$ cat config.mk
export PLATFORM = sky130hd
export DESIGN_NAME = prim_reg_slice
export DESIGN_NICKNAME = d
export VERILOG_FILES = /design/src/rtl/prim_reg_slice_pkg.sv /design/src/rtl/prim_reg_slice_flop.sv /design/src/rtl/prim_reg_slice.sv
export SDC_FILE = /design/constraint.sdc
export NUM_CORES = 1
export LEC_CHECK = 0
export CAP_MARGIN = 10
export CORE_UTILIZATION = 43
export CTS_CLUSTER_SIZE = 24
export DETAILED_ROUTE_END_ITERATION = 8
export GPL_ROUTABILITY_DRIVEN = 1
export GPL_TIMING_DRIVEN = 0
export PLACE_DENSITY = 0.7
export SKIP_LAST_GASP = 1
export SLEW_MARGIN = 10
export SYNTH_ARGS = -nofsm -noshare
export SYNTH_HDL_FRONTEND = slang
export SYNTH_SLANG_ARGS = --single-unit
$ cat constraint.sdc
create_clock -name clk_i -period 2.1 [get_ports clk_i]
set_input_delay 0.42 -clock clk_i [delete_from_list [all_inputs] [get_ports clk_i]]
set_output_delay 0.42 -clock clk_i [all_outputs]
set_load 0.005 [all_outputs]
$ cat src/rtl/prim_reg_slice_pkg.sv
// Shared types for the two-entry valid/ready register slice: controller
// state encoding and the occupancy reported for each state.
package prim_reg_slice_pkg;

  typedef enum logic [1:0] {
    ST_EMPTY = 2'b00,
    ST_BUSY  = 2'b01,
    ST_FULL  = 2'b10
  } state_e;

  localparam logic [1:0] DEPTH_EMPTY = 2'd0;
  localparam logic [1:0] DEPTH_BUSY  = 2'd1;
  localparam logic [1:0] DEPTH_FULL  = 2'd2;

  function automatic logic [1:0] depth_of(state_e st);
    case (st)
      ST_BUSY: depth_of = DEPTH_BUSY;
      ST_FULL: depth_of = DEPTH_FULL;
      default: depth_of = DEPTH_EMPTY;
    endcase
  endfunction

endpackage

$ cat src/rtl/prim_reg_slice_flop.sv
// Generic async-reset flop bank; any hold/enable muxing lives in the caller.
module prim_reg_slice_flop #(
  parameter int               Width      = 1,
  parameter logic [Width-1:0] ResetValue = '0
) (
  input  logic             clk_i,
  input  logic             rst_ni,
  input  logic [Width-1:0] d_i,
  output logic [Width-1:0] q_o
);

  always_ff @(posedge clk_i or negedge rst_ni) begin
    if (!rst_ni) begin
      q_o <= ResetValue;
    end else begin
      q_o <= d_i;
    end
  end

endmodule

$ cat src/rtl/prim_reg_slice.sv
// Two-entry skid buffer: main register feeds data_o, skid register absorbs
// the beat that arrives while downstream stalls. All outputs decode from state.
module prim_reg_slice
  import prim_reg_slice_pkg::*;
#(
  parameter int               Width      = 32,
  parameter logic [Width-1:0] ResetValue = '0
) (
  input  logic             clk_i,
  input  logic             rst_ni,
  input  logic             flush_i,
  input  logic             valid_i,
  output logic             ready_o,
  input  logic [Width-1:0] data_i,
  output logic             valid_o,
  input  logic             ready_i,
  output logic [Width-1:0] data_o,
  output logic [1:0]       depth_o
);

  state_e             state_q, state_d;
  logic [1:0]         state_raw;
  logic               main_en, skid_en, main_from_skid;
  logic [Width-1:0]   main_q, main_d;
  logic [Width-1:0]   skid_q, skid_d;

  prim_reg_slice_flop #(
    .Width     (2),
    .ResetValue(ST_EMPTY)
  ) u_state (
    .clk_i (clk_i),
    .rst_ni(rst_ni),
    .d_i   (state_d),
    .q_o   (state_raw)
  );

  assign state_q = state_e'(state_raw);

  // Flush has top priority and suppresses every load that cycle.
  always_comb begin
    state_d        = state_q;
    main_en        = 1'b0;
    skid_en        = 1'b0;
    main_from_skid = 1'b0;
    if (flush_i) begin
      state_d = ST_EMPTY;
    end else begin
      case (state_q)
        ST_EMPTY: begin
          if (valid_i) begin
            main_en = 1'b1;
            state_d = ST_BUSY;
          end
        end
        ST_BUSY: begin
          if (valid_i && ready_i) begin
            main_en = 1'b1;
          end else if (valid_i) begin
            skid_en = 1'b1;
            state_d = ST_FULL;
          end else if (ready_i) begin
            state_d = ST_EMPTY;
          end
        end
        ST_FULL: begin
          if (ready_i) begin
            main_en        = 1'b1;
            main_from_skid = 1'b1;
            state_d        = ST_BUSY;
          end
        end
        default: state_d = ST_EMPTY;
      endcase
    end
  end

  assign main_d = main_en ? (main_from_skid ? skid_q : data_i) : main_q;
  assign skid_d = skid_en ? data_i : skid_q;

  prim_reg_slice_flop #(
    .Width     (Width),
    .ResetValue(ResetValue)
  ) u_main (
    .clk_i (clk_i),
    .rst_ni(rst_ni),
    .d_i   (main_d),
    .q_o   (main_q)
  );

  prim_reg_slice_flop #(
    .Width     (Width),
    .ResetValue(ResetValue)
  ) u_skid (
    .clk_i (clk_i),
    .rst_ni(rst_ni),
    .d_i   (skid_d),
    .q_o   (skid_q)
  );

  assign valid_o = (state_q != ST_EMPTY);
  assign ready_o = (state_q != ST_FULL);
  assign depth_o = depth_of(state_q);
  assign data_o  = main_q;

  // A flush releases a stalled upstream, so it is exempt from the stability rule.
  a_valid_stable: assert property (@(posedge clk_i) disable iff (!rst_ni)
    (valid_i && !ready_o && !flush_i) |=> valid_i);

  a_data_stable: assert property (@(posedge clk_i) disable iff (!rst_ni)
    (valid_i && !ready_o && !flush_i) |=> $stable(data_i));

  a_full_not_to_empty: assert property (@(posedge clk_i) disable iff (!rst_ni)
    (state_q == ST_FULL && !flush_i) |=> (state_q != ST_EMPTY));

  a_legal_state: assert property (@(posedge clk_i) disable iff (!rst_ni)
    (state_raw != 2'b11));

endmodule

==> impl_metrics.json <==
{
  "timing.rr.start": "u_state.q_o[0]",
  "netlist_area_um2": 3140,
  "path_buf_inv": 3,
  "worstSetupPathType": "primary input to register",
  "ios": 73,
  "placed_area_um2": 4000,
  "syn-instance-count": 188,
  "drive_gt1_share_pct": 48.4,
  "h-tree-depth": 3,
  "critPathMaxStageDelay_ps": 550,
  "dieWidth_um": 87.5,
  "clkTransAtPathRegs_ps": 70,
  "routed_wirelength_um": 5450,
  "synth.avg_cell_area_um2": 16.7,
  "path_delay_family": "buffers and inverters",
  "cp.arrival_ps": 2220,
  "syn_nets": 225,
  "p_leak_nw": 1.86,
  "coreArea_um2": 6940,
  "whs_ps": 17.4,
  "hp-class": "primary input to async pin",
  "drtIter0Drc": 8,
  "synth.distinct_cells": 20,
  "initial_core_util_pct": 45.3,
  "finalHoldViolCount": 0,
  "via_count": 1773,
  "fin_nets": 311,
  "maxSlewViolCount": 0,
  "ir_drop_uv": 554,
  "synth_seq_cells": 66,
  "start_kind": "primary input",
  "cts.sinks": 66,
  "cts_made_buffers": 9,
  "cts_tree": "done",
  "crit_chain": "clkdlybuf4s50_1 > nor4bb_1 > buf_4 > buf_6 > mux2_4 > mux2_4",
  "stdcell_area_um2": 4250,
  "vias_per_cell": 4.73,
  "gp_congestion": 0.672,
  "dpl.hpwl_um": 3760,
  "num_rows": 30,
  "wire_per_inst_um": 14.5,
  "cts_root_buf": "clkbuf_8",
  "grt_use_total_pct": 16.2,
  "grt_pass1_wl_um": 9090,
  "startpoint": "ready_i",
  "antenna_found_initial": 0,
  "cts_hold_buf": 0,
  "die_y_um": 87.5,
  "powerDensity_nw_per_um2": 896,
  "worst_pin_slew_ps": 447,
  "die_area_um2": 7660,
  "areaGrowthSynthToFinish_pct": 35.1,
  "cap_violations": 0,
  "slew_headroom_pct": 70.2,
  "path_max_fanout": 10,
  "first_pass_iters": 4,
  "skew_ps": 8.29,
  "cp-end-kind": "register",
  "status": "finished clean",
  "insertion_delay_ps": 340,
  "worstPathRequired_ps": 2330,
  "grt_max_degree": 35,
  "critical-path-slowest-cell": "clkdlybuf4s50_1",
  "grt_pass1_vias": 1798,
  "drc": 0,
  "path_common_cell": "mux2_4",
  "setup_viol": 0,
  "yosys_warnings": 0,
  "numPortBuffers": 72,
  "yosysSeqAreaShare_pct": 52.5,
  "rsz0062_at_grt": "no",
  "max_freq_ghz": 0.501,
  "diodes": 0,
  "fin_crit_sh_pct": 95.0,
  "min_period_ps": 2000,
  "grt-ovfl-total": 0,
  "ctsLongestPathBuffers": 2,
  "ant_nets": 0
}
==> placed cells by master (no fill, tap or decap) <==
cell | Yosys | layout
buf_12 | 0 | 1
dfrtp_1 | 66 | 65
nor4bb_1 | 1 | 1
a21oi_1 | 1 | 1
clkbuf_8 | 0 | 10
o31ai_1 | 1 | 1
or2_2 | 2 | 2
nor2_1 | 2 | 2
buf_2 | 3 | 3
buf_6 | 6 | 6
buf_4 | 1 | 4
nand3_2 | 1 | 1
or3b_2 | 1 | 1
clkdlybuf4s50_1 | 0 | 71
clkinv_2 | 0 | 1
inv_1 | 1 | 1
inv_6 | 0 | 1
or2b_4 | 0 | 1
o32ai_4 | 1 | 1
mux2_4 | 50 | 50
mux2i_1 | 1 | 1
nand2_1 | 1 | 1
mux2_2 | 46 | 46
o21ba_2 | 1 | 1
bufinv_16 | 0 | 2
dfrtp_2 | 0 | 1
and2b_2 | 1 | 1
clkinvlp_4 | 0 | 2
==> cell usage after synthesis (all sizes together) <==
cell type  instances  area share, %
or3b               1           0.28
a21oi              1           0.16
mux2i              1           0.32
dfrtp             66             53
mux2              96             40
nor4bb             1           0.32
nand2              1           0.12
or2                2           0.40
o31ai              1           0.24
o21ba              1           0.32
nor2               2           0.24
nand3              1           0.32
and2b              1           0.28
inv                1           0.12
or2b               1           0.28
o32ai              1           0.88
buf               10            2.9
==> layout make-up <==
class	count	area (µm²)
buffer	10	90.1
clock inverter	6	88.8
tap	96	120
inverter	1	3.75
fill	546	2700
multi-input combinational	111	1400
sequential	66	1650
clock buffer	10	138
timing repair buffer	75	753
==> report_power, final <==
group / switching, W / total (W) / internal [W]
registers: 0.000150 / 0.00173 / 0.00158
clock network: 0.000502 / 0.00120 / 0.000702
logic: 0.000235 / 0.000874 / 0.000640
==> per-stage QoR <==
stage / worst slack, ps / power [W] / instances / setup TNS (ps) / utilization (%)
2_1_floorplan: 393 / 0.00219 / 188 / 0 / -
3_3_place_gp: -1720 / 0.00261 / 356 / -121550 / 57.4
3_5_place_dp: -268 / 0.00264 / 357 / -7830 / 57.6
4_1_cts: 38.0 / 0.00387 / 375 / 0 / 61.1
5_1_grt: 32.0 / 0.00401 / 375 / 0 / 61.2
6_report: 104 / 0.00381 / 375 / 0 / 61.2
==> registers in the layout, indices dropped and copies added, names as in the netlist <==
signal,cells
u_main.q_o,32
u_skid.q_o,32
u_state.q_o,2
==> final timing paths <==
check                            endpoint  slack, ps  depth (start not counted)
hold / removal             u_state.q_o[1]         20                          1
min in group clk_i          u_skid.q_o[9]        500                          1
setup / recovery           u_main.q_o[20]        100                          6
max in group asynchronous  u_state.q_o[0]       1550                          2
hold reg to reg             u_skid.q_o[9]        500                          1
setup reg to reg           u_main.q_o[20]        180                          6
==> layer usage <==
layer  routed length, µm  global-route usage (%)  part of all wire, %
met5                   0                       0                    0
met4                 120                    8.05                  2.2
met3                 298                    5.50                  5.5
met2                2550                    25.2                   47
met1                2480                    20.2                   46
==> what timing repair did <==
action,4_1_cts,5_1_grt
hold endpoints to repair,0,0
setup buffers,2,0
gates resized for setup,1,1
endpoints found under the setup margin,1,1
==> logic make-up (layout without fill, tap and decap cells) <==
group,count (synthesis),count (layout),synth area share [%]
multiplexers,97,97,40.7
flip-flops,66,66,52.5
buffers and inverters,11,102,2.98
AND/OR/NAND/NOR,10,10,2.23
AO/OA/AOI/OAI,4,4,1.59
Power figures use the tool's default switching activity.
